===== src/rtl/mant_add_sched_if.sv =====
// mant_add_sched_if: requester, shared-adder and response signals of mant_add_sched.
interface mant_add_sched_if #(parameter int WIDTH = 24);
  logic req0_valid, req0_ready, req0_cin;
  logic req1_valid, req1_ready, req1_cin;
  logic [WIDTH-1:0] req0_a, req0_b, req1_a, req1_b;
  logic [WIDTH-1:0] add_a, add_b, add_sum;
  logic add_cin, add_cout;
  logic rsp_valid, rsp_ready, rsp_id, rsp_cout, busy;
  logic [WIDTH-1:0] rsp_sum;
  modport master (
    output req0_valid, req0_a, req0_b, req0_cin,
    output req1_valid, req1_a, req1_b, req1_cin,
    input  req0_ready, req1_ready,
    input  add_a, add_b, add_cin,
    output add_sum, add_cout,
    input  rsp_valid, rsp_id, rsp_sum, rsp_cout, busy,
    output rsp_ready
  );
  modport slave (
    input  req0_valid, req0_a, req0_b, req0_cin,
    input  req1_valid, req1_a, req1_b, req1_cin,
    output req0_ready, req1_ready,
    output add_a, add_b, add_cin,
    input  add_sum, add_cout,
    output rsp_valid, rsp_id, rsp_sum, rsp_cout, busy,
    input  rsp_ready
  );
endinterface


===== src/rtl/mant_add_sched.sv =====
// mant_add_sched: round-robin scheduler of two requesters onto one shared multi-cycle mantissa adder.
// Define MANT_ADD_ISO_EN to hold the adder operands at zero outside WAIT (operand isolation).
module mant_add_sched #(
  parameter int WIDTH   = 24,
  parameter int ADD_LAT = 2
) (
  input logic clk,
  input logic rst_n,
  mant_add_sched_if.slave bus
);
  typedef enum logic [1:0] {IDLE, WAIT, RESP} state_t;
  state_t state, state_nx;
  logic [3:0] cnt;
  logic ptr, grant, accept, done, id, cout, op_cin;
  logic [WIDTH-1:0] op_a, op_b, sum;
  // On contention the requester not served last wins; ptr resets to 1 so req0 wins first.
  assign grant = bus.req1_valid & (~bus.req0_valid | ~ptr);
  always_comb begin
    accept   = state == IDLE && (bus.req0_valid || bus.req1_valid);
    done     = state == WAIT && cnt == '0;
    state_nx = accept ? WAIT :
               done ? RESP :
               (state == RESP && bus.rsp_ready) ? IDLE : state;
  end
  always_ff @(posedge clk or negedge rst_n)
    if (!rst_n) begin
      state  <= IDLE;
      cnt    <= '0;
      ptr    <= 1'b1;
      id     <= 1'b0;
      op_a   <= '0;
      op_b   <= '0;
      op_cin <= 1'b0;
      sum    <= '0;
      cout   <= 1'b0;
    end else begin
      state <= state_nx;
      if (accept) begin
        cnt    <= 4'(ADD_LAT - 1);
        ptr    <= grant;
        id     <= grant;
        op_a   <= grant ? bus.req1_a : bus.req0_a;
        op_b   <= grant ? bus.req1_b : bus.req0_b;
        op_cin <= grant ? bus.req1_cin : bus.req0_cin;
      end else if (cnt != '0)
        cnt <= cnt - 1'b1;
      if (done) begin
        sum  <= bus.add_sum;
        cout <= bus.add_cout;
      end
    end
  assign bus.req0_ready = rst_n & accept & ~grant;
  assign bus.req1_ready = rst_n & accept & grant;
  assign bus.rsp_valid  = state == RESP;
  assign bus.rsp_id     = id;
  assign bus.rsp_sum    = sum;
  assign bus.rsp_cout   = cout;
  assign bus.busy       = state != IDLE;
`ifdef MANT_ADD_ISO_EN
  assign bus.add_a   = state == WAIT ? op_a : '0;
  assign bus.add_b   = state == WAIT ? op_b : '0;
  assign bus.add_cin = state == WAIT & op_cin;
`else
  assign bus.add_a   = op_a;
  assign bus.add_b   = op_b;
  assign bus.add_cin = op_cin;
`endif
endmodule


===== src/flat_wrapper.sv =====
// flat-port wrapper written by rule: the top's interface ports become plain ports
module mant_add_sched_flat 
#(
  parameter int WIDTH   = 24,
  parameter int ADD_LAT = 2
)
  (clk, rst_n, bus_req0_valid, bus_req0_a, bus_req0_b, bus_req0_cin, bus_req1_valid, bus_req1_a, bus_req1_b, bus_req1_cin, bus_req0_ready, bus_req1_ready, bus_add_a, bus_add_b, bus_add_cin, bus_add_sum, bus_add_cout, bus_rsp_valid, bus_rsp_id, bus_rsp_sum, bus_rsp_cout, bus_busy, bus_rsp_ready);
  mant_add_sched_if #(.WIDTH(WIDTH)) bus_i ();
  input logic clk;
  input logic rst_n;
  input wire logic [$bits(bus_i.req0_valid)-1:0] bus_req0_valid;
  input wire logic [$bits(bus_i.req0_a)-1:0] bus_req0_a;
  input wire logic [$bits(bus_i.req0_b)-1:0] bus_req0_b;
  input wire logic [$bits(bus_i.req0_cin)-1:0] bus_req0_cin;
  input wire logic [$bits(bus_i.req1_valid)-1:0] bus_req1_valid;
  input wire logic [$bits(bus_i.req1_a)-1:0] bus_req1_a;
  input wire logic [$bits(bus_i.req1_b)-1:0] bus_req1_b;
  input wire logic [$bits(bus_i.req1_cin)-1:0] bus_req1_cin;
  output wire logic [$bits(bus_i.req0_ready)-1:0] bus_req0_ready;
  output wire logic [$bits(bus_i.req1_ready)-1:0] bus_req1_ready;
  output wire logic [$bits(bus_i.add_a)-1:0] bus_add_a;
  output wire logic [$bits(bus_i.add_b)-1:0] bus_add_b;
  output wire logic [$bits(bus_i.add_cin)-1:0] bus_add_cin;
  input wire logic [$bits(bus_i.add_sum)-1:0] bus_add_sum;
  input wire logic [$bits(bus_i.add_cout)-1:0] bus_add_cout;
  output wire logic [$bits(bus_i.rsp_valid)-1:0] bus_rsp_valid;
  output wire logic [$bits(bus_i.rsp_id)-1:0] bus_rsp_id;
  output wire logic [$bits(bus_i.rsp_sum)-1:0] bus_rsp_sum;
  output wire logic [$bits(bus_i.rsp_cout)-1:0] bus_rsp_cout;
  output wire logic [$bits(bus_i.busy)-1:0] bus_busy;
  input wire logic [$bits(bus_i.rsp_ready)-1:0] bus_rsp_ready;
  assign bus_i.req0_valid = bus_req0_valid;
  assign bus_i.req0_a = bus_req0_a;
  assign bus_i.req0_b = bus_req0_b;
  assign bus_i.req0_cin = bus_req0_cin;
  assign bus_i.req1_valid = bus_req1_valid;
  assign bus_i.req1_a = bus_req1_a;
  assign bus_i.req1_b = bus_req1_b;
  assign bus_i.req1_cin = bus_req1_cin;
  assign bus_req0_ready = bus_i.req0_ready;
  assign bus_req1_ready = bus_i.req1_ready;
  assign bus_add_a = bus_i.add_a;
  assign bus_add_b = bus_i.add_b;
  assign bus_add_cin = bus_i.add_cin;
  assign bus_i.add_sum = bus_add_sum;
  assign bus_i.add_cout = bus_add_cout;
  assign bus_rsp_valid = bus_i.rsp_valid;
  assign bus_rsp_id = bus_i.rsp_id;
  assign bus_rsp_sum = bus_i.rsp_sum;
  assign bus_rsp_cout = bus_i.rsp_cout;
  assign bus_busy = bus_i.busy;
  assign bus_i.rsp_ready = bus_rsp_ready;
  mant_add_sched #(.WIDTH(WIDTH), .ADD_LAT(ADD_LAT)) u_core (.clk(clk), .rst_n(rst_n), .bus(bus_i));
endmodule

===== config.mk =====
export PLATFORM = sky130hd
export DESIGN_NAME = mant_add_sched_flat
export DESIGN_NICKNAME = d
export VERILOG_FILES = /design/src/rtl/mant_add_sched_if.sv /design/src/rtl/mant_add_sched.sv /design/src/flat_wrapper.sv
export SDC_FILE = /design/constraint.sdc
export NUM_CORES = 1
export LEC_CHECK = 0
export CAP_MARGIN = 20
export CORE_AREA = 3 3 102 104
export CTS_BUF_LIST = sky130_fd_sc_hd__clkbuf_4
export DETAILED_ROUTE_END_ITERATION = 8
export DIE_AREA = 0 0 105 107
export PLACE_DENSITY = 0.81
export SLEW_MARGIN = 20
export SYNTH_ARGS = -nofsm -noshare
export SYNTH_HDL_FRONTEND = slang
export SYNTH_SLANG_ARGS = --single-unit

===== constraint.sdc =====
create_clock -name clk -period 2.18 [get_ports clk]
set_input_delay 0.436 -clock clk [delete_from_list [all_inputs] [get_ports clk]]
set_output_delay 0.436 -clock clk [all_outputs]
set_load 0.01 [all_outputs]

==> Word-level counts from Yosys, hierarchy flattened <==
Cells that the tools add are included.
{ "word_totals": {"reg_bits": 82} }
{ "op_classes": {"n_addsub": 1, "eq_ne": 2, "mux": 8, "n_bitwise": 8, "reduce_logical": 10} }
{ "op_table": {"columns": ["operator", "n"], "rows": [
  ["24-bit two-way mux", 2],
  ["4-bit two-way mux", 2],
  ["2-bit two-way mux", 3],
  ["1-bit bitwise AND", 4],
  ["4-bit logical NOT", 1],
  ["2-bit nonzero test", 2],
  ["4-bit nonzero test", 1],
  ["4-bit by 1-bit subtractor with 4-bit output, second input constant", 1],
  ["1-bit logical AND", 3],
  ["1-bit NOT", 3],
  ["3-bit nonzero test", 1],
  ["2-bit by 1-bit equality test with 1-bit output, second input constant", 1],
  ["2-bit equality test, second input constant", 1],
  ["2-bit logical NOT", 1],
  ["1-bit logical OR", 1],
  ["1-bit two-way mux", 1],
  ["1-bit bitwise OR", 1]
]} }

==> Longest topological paths before layout <==
{ "depth": {"word_depth": 5, "ltp_mapped": 6, "mapped_depth_nobuf": 5} }

==> Worst setup path after synthesis <==
No wires, ideal clock.
{ "synth_path": {"path_type": "reg-to-reg", "startpoint": "register u_core.cnt[0]", "endpoint": "register u_core.sum[10] (netlist: u_core.bus.rsp_sum[10])", "setup_ps": 125, "arrival_ps": 1546, "required_time_ps": 2055, "path_slack_ps": 509, "stages_incl_launch_ff": 7, "period_less_slack_ps": 1671, "cell_sequence": "dfrtp_1 inv_1 ha_1 nor3b_4 nand3_4 buf_6 mux2_4"} }
{ "synth_via": {"elab_chain_cells": 2} }
{ "synth_rtl": {"columns": ["item", "line", "text"], "rows": [
  ["start, declared", "mant_add_sched.sv:13", "logic [3:0] cnt;"],
  ["start signal, assigned", "mant_add_sched.sv:39", "cnt <= 4'(ADD_LAT - 1);"],
  ["start signal, assigned", "mant_add_sched.sv:46", "cnt <= cnt - 1'b1;"],
  ["4-bit logical NOT", "mant_add_sched.sv:20", "done = state == WAIT && cnt == '0;"],
  ["1-bit logical AND", "mant_add_sched.sv:20", null],
  ["end signal, assigned", "mant_add_sched.sv:48", "sum <= bus.add_sum;"],
  ["end, declared", "mant_add_sched.sv:15", "logic [WIDTH-1:0] op_a, op_b, sum;"]
]} }
Every way passes these cells.
A chain may end at the register's enable or synchronous reset.

==> Worst setup path in the final report <==
{ "layout_path": {"startpoint": "input port rst_n", "endpoint": "output port bus_req1_ready"} }
{ "layout_via": {"elab_chain_cells": 2} }
{ "layout_rtl": {"columns": ["item", "line", "text"], "rows": [
  ["start, declared", "flat_wrapper.sv:10", "input logic rst_n;"],
  ["1-bit bitwise AND (2 in series)", "mant_add_sched.sv:53", "assign bus.req1_ready = rst_n & accept & grant;"],
  ["end, declared", "flat_wrapper.sv:20", "output wire logic [$bits(bus_i.req1_ready)-1:0] bus_req1_ready;"]
]} }
Every way passes these cells.

==> impl_results.rst <==
.. list-table::
   :header-rows: 1

   * - Metric
     - Value
   * - Cells along the critical path
     - dlygate4sd3_1 > buf_4 > and3_1 > dlygate4sd2_1
   * - Overall track demand over capacity in global routing
     - 0.1748
   * - Clock insertion delay at the later pin of the skew report
     - 0.43 ns
   * - Run status
     - completed
   * - Buffer and inverter count on the worst path
     - 3
   * - Via total after detailed routing
     - between 2,000 and 3,000
   * - Die Wd
     - 105 um
   * - Number of antenna violations at the first check in global routing
     - 0
   * - Post-synth top area cell
     - dfrtp_1
   * - Fraction of final layout cells sized beyond drive strength 1
     - 0.3390
   * - Startpoint type of the worst setup path
     - primary input
   * - Arrival time reported for the critical path endpoint
     - between 1.5 and 2 ns
   * - Count of yosys warnings during synthesis
     - 0
   * - Critical path fanouts, max
     - 5
   * - Combinational Power Share
     - 0.525
   * - Grt total ovfl
     - 0
   * - Sequential cell area fraction in the yosys report
     - 0.5347
   * - Final #Nets
     - approximately 600
   * - Shortest clock period the worst path allows after layout
     - approximately 2 ns
   * - Final core occ
     - 0.6472
   * - Power density of the placed cells
     - 1183 mW/mm^2
   * - Internal power component
     - between 5 and 6 mW
   * - Vias in the first global route
     - 3,163
   * - Number of storage elements in the synthesis netlist
     - a little over 80
   * - Relative max-transition margin
     - 0.3488
   * - Initial DRC count
     - 56
   * - Reg2Reg Depth
     - 6
   * - Transition time of the tightest slew-check pin
     - approximately 0.98 ns
   * - Unrepaired setup endpoints after global routing
     - no
   * - Max-cap violations
     - 0
   * - Leakage power
     - about 2.6 nW
   * - Max Root-Sink Buffers
     - 2
   * - CP Depth
     - 4
   * - Worst clock skew
     - roughly 0.014 ns
   * - Synthesized area per cell
     - around 15 um^2
   * - Critical Path RT
     - about 1.7 ns
   * - Switching Fraction
     - 0.3145
   * - Sequential share of power
     - 0.369
   * - Vert. Die Dim
     - 107 um
   * - Detailed Routing Iterations Pass 1
     - 4
   * - Number of nets still failing antenna checks after routing
     - 0
   * - Number of ports placed on the die boundary
     - roughly 210
   * - Global placement routability congestion
     - approximately 0.76
   * - Switching power summed over all nets
     - between 2 and 2.5 mW
   * - Gate family responsible for the most delay along the worst path
     - buffers and inverters
   * - Avg Vias per Cell
     - between 4 and 5
   * - Largest cells by area after synthesis
     - dfrtp_1 53%, mux2_2 30%, mux2_4 7.4%
   * - Upper clock frequency limit
     - between 400 and 500 MHz
   * - Number of instances in the synthesized netlist
     - approximately 250
   * - Clock-pin transition on the worst setup and hold timing paths
     - roughly 0.13 ns
   * - Number of failing setup endpoints in the final timing report
     - 0
   * - Net Count, Synth
     - between 300 and 400
   * - Place WS
     - -0.1843 ns
   * - Cell at the root of the clock tree
     - clkbuf_4
   * - Cell types with the highest counts after synthesis
     - 104 x mux2_2, 81 x dfrtp_1, 19 x mux2_4
   * - Share of total power in the clock network
     - 0.106
   * - Master of the slowest instance on the critical path
     - dlygate4sd3_1
   * - Total length of routed wires
     - approximately 9800 um
   * - Cell with the most instances after synthesis
     - mux2_2
   * - Smallest hold slack
     - about 0.42 ns
   * - Global-route wire length before repair
     - 15,590 um
   * - Netlist area before placement
     - 0.003840 mm^2
   * - Clock buffer count from CTS
     - 9
   * - Clock tree from TritonCTS
     - yes
   * - Number of hold-slack violations in the final timing report
     - 0
   * - H-tree depth
     - 3
   * - Max stage delay on crit path
     - 0.58 ns
   * - Number of enable flip-flop cells after synthesis
     - 0
   * - Number of remaining DRC errors
     - 0
   * - Post-synthesis async set-or-reset flop share
     - 1.000
   * - Share of the cycle needed by the critical path after routing
     - 0.9425
   * - Worst path setup slack after routing
     - about 0.13 ns
   * - # diodes
     - 0
   * - Number of pins exceeding their max-slew limit in the final report
     - 0
   * - Placeable core region
     - between 0.009 and 0.01 mm^2
   * - Number of placement rows
     - 36
   * - Min-Delay Path Class
     - primary input to asynchronous set/reset pin
   * - Top-area cell type share of the netlist area
     - 0.5279
   * - Maximum number of pins on one net before global-route repair
     - 81
   * - I/O Buffers
     - 206
   * - Average wire per standard cell
     - 16.27 um
   * - Primary flip-flop cell chosen by synthesis mapping
     - dfrtp_1
   * - Detailed placer's ending HPWL
     - 7766 um
   * - Peak supply drop
     - roughly 0.67 mV
   * - Initial Utilization
     - 0.3984
   * - Netlist cell types
     - 30
   * - Floorplan die area
     - ~0.011 mm^2
   * - Kind of end point of the critical path
     - primary output
   * - Type of the worst setup path
     - primary input to primary output
   * - Clock sink total
     - 82
   * - Area growth from synthesis to final layout
     - 62.46%
[kinds of logic (layout without fill, tap and decap cells)]
family / count (synthesis) / after routing / share of synthesized area
AO/OA/AOI/OAI: 11 / 11 / 0.01923
XOR/XNOR: 1 / 1 / 0.002281
adder cells (fa/ha/maj): 1 / 1 / 0.003258
buffers and inverters: 17 / 240 / 0.03356
flip-flops: 82 / 82 / 0.5347
multiplexers: 124 / 124 / 0.3819
AND/OR/NAND/NOR: 13 / 13 / 0.02509
[layout by cell type, fill, tap and decap left out, types with 2 or more instances in the layout]
| cell | n |
|---|---|
| buf_4 | 10 |
| o21ai_0 | 3 |
| clkbuf_4 | 9 |
| mux2_4 | 19 |
| clkinvlp_4 | 3 |
| a21oi_1 | 2 |
| mux2_2 | 104 |
| inv_6 | 2 |
| inv_1 | 4 |
| dfrtp_1 | 80 |
| buf_12 | 4 |
| clkdlybuf4s50_1 | 201 |
| nor2_1 | 3 |
| dlymetal6s2s_1 | 2 |
[metal layers]
layer,GRT usage,routed length [um]
met1,0.1850,3683
met3,0.07164,904
met5,0,0
met2,0.3153,5106
met4,0.05811,149
[flip-flops by register name, summed over array words and instances, names as in the netlist]
signal               cells
u_core.bus.add_a        24
u_core.bus.add_b        24
u_core.bus.rsp_sum      24
u_core.cnt               4
u_core.state             2
u_core.bus.add_cin       1
u_core.bus.rsp_cout      1
u_core.bus.rsp_id        1
u_core.ptr               1
[what timing repair did]
action | CTS | global route
resized for setup | 3 | 4
pin swaps | 0 | 1
endpoints found under the hold margin | 2 | 0
buffers inserted | 1 | 0
hold buffers | 1 | 0
endpoints found under the setup margin | 3 | 3
[final timing paths]
kind,end,start,slack [ns]
hold reg to reg,u_core.bus.add_a[8],u_core.bus.add_a[8],0.52
hold / removal,u_core.bus.rsp_sum[3],rst_n,0.42
setup reg to reg,u_core.bus.rsp_sum[19],u_core.cnt[0],0.31
min in group clk,u_core.bus.add_a[8],u_core.bus.add_a[8],0.52
max in group asynchronous,u_core.state[0],rst_n,0.57
setup / recovery,bus_req1_ready,rst_n,0.13
[final cells by class]
type | instances | area [um^2]
multi-input combinational | 150 | 1667
tap | 133 | 166.4
clock buffer | 9 | 67.56
inverter | 4 | 15.01
timing repair buffer | 220 | 2216
sequential | 82 | 2054
clock inverter | 7 | 52.55
fill | 787 | 3401
[stage by stage]
stage	total power [mW]	instance area, um^2	cells	TNS, ns
2_1_floorplan	4.561	3840	249	0
3_3_place_gp	6.541	6101	587	-0.9295
3_5_place_dp	6.679	6101	587	-2.495
4_1_cts	7.501	6237	605	0
5_1_grt	7.819	6238	605	0
6_report	7.378	6238	605	0
[power by group through the flow]
| stage | Clock, mW | Combinational [mW] | Sequential [mW] |
|---|---|---|---|
| floorplan | 0 | 1.49 | 3.07 |
| global placement | 0 | 3.82 | 2.72 |
| detailed placement | 0 | 3.91 | 2.77 |
| CTS | 0.824 | 3.95 | 2.73 |
| global route | 0.874 | 4.12 | 2.82 |
| finish | 0.782 | 3.87 | 2.72 |
Note: power is estimated with default switching activity, not from simulation.
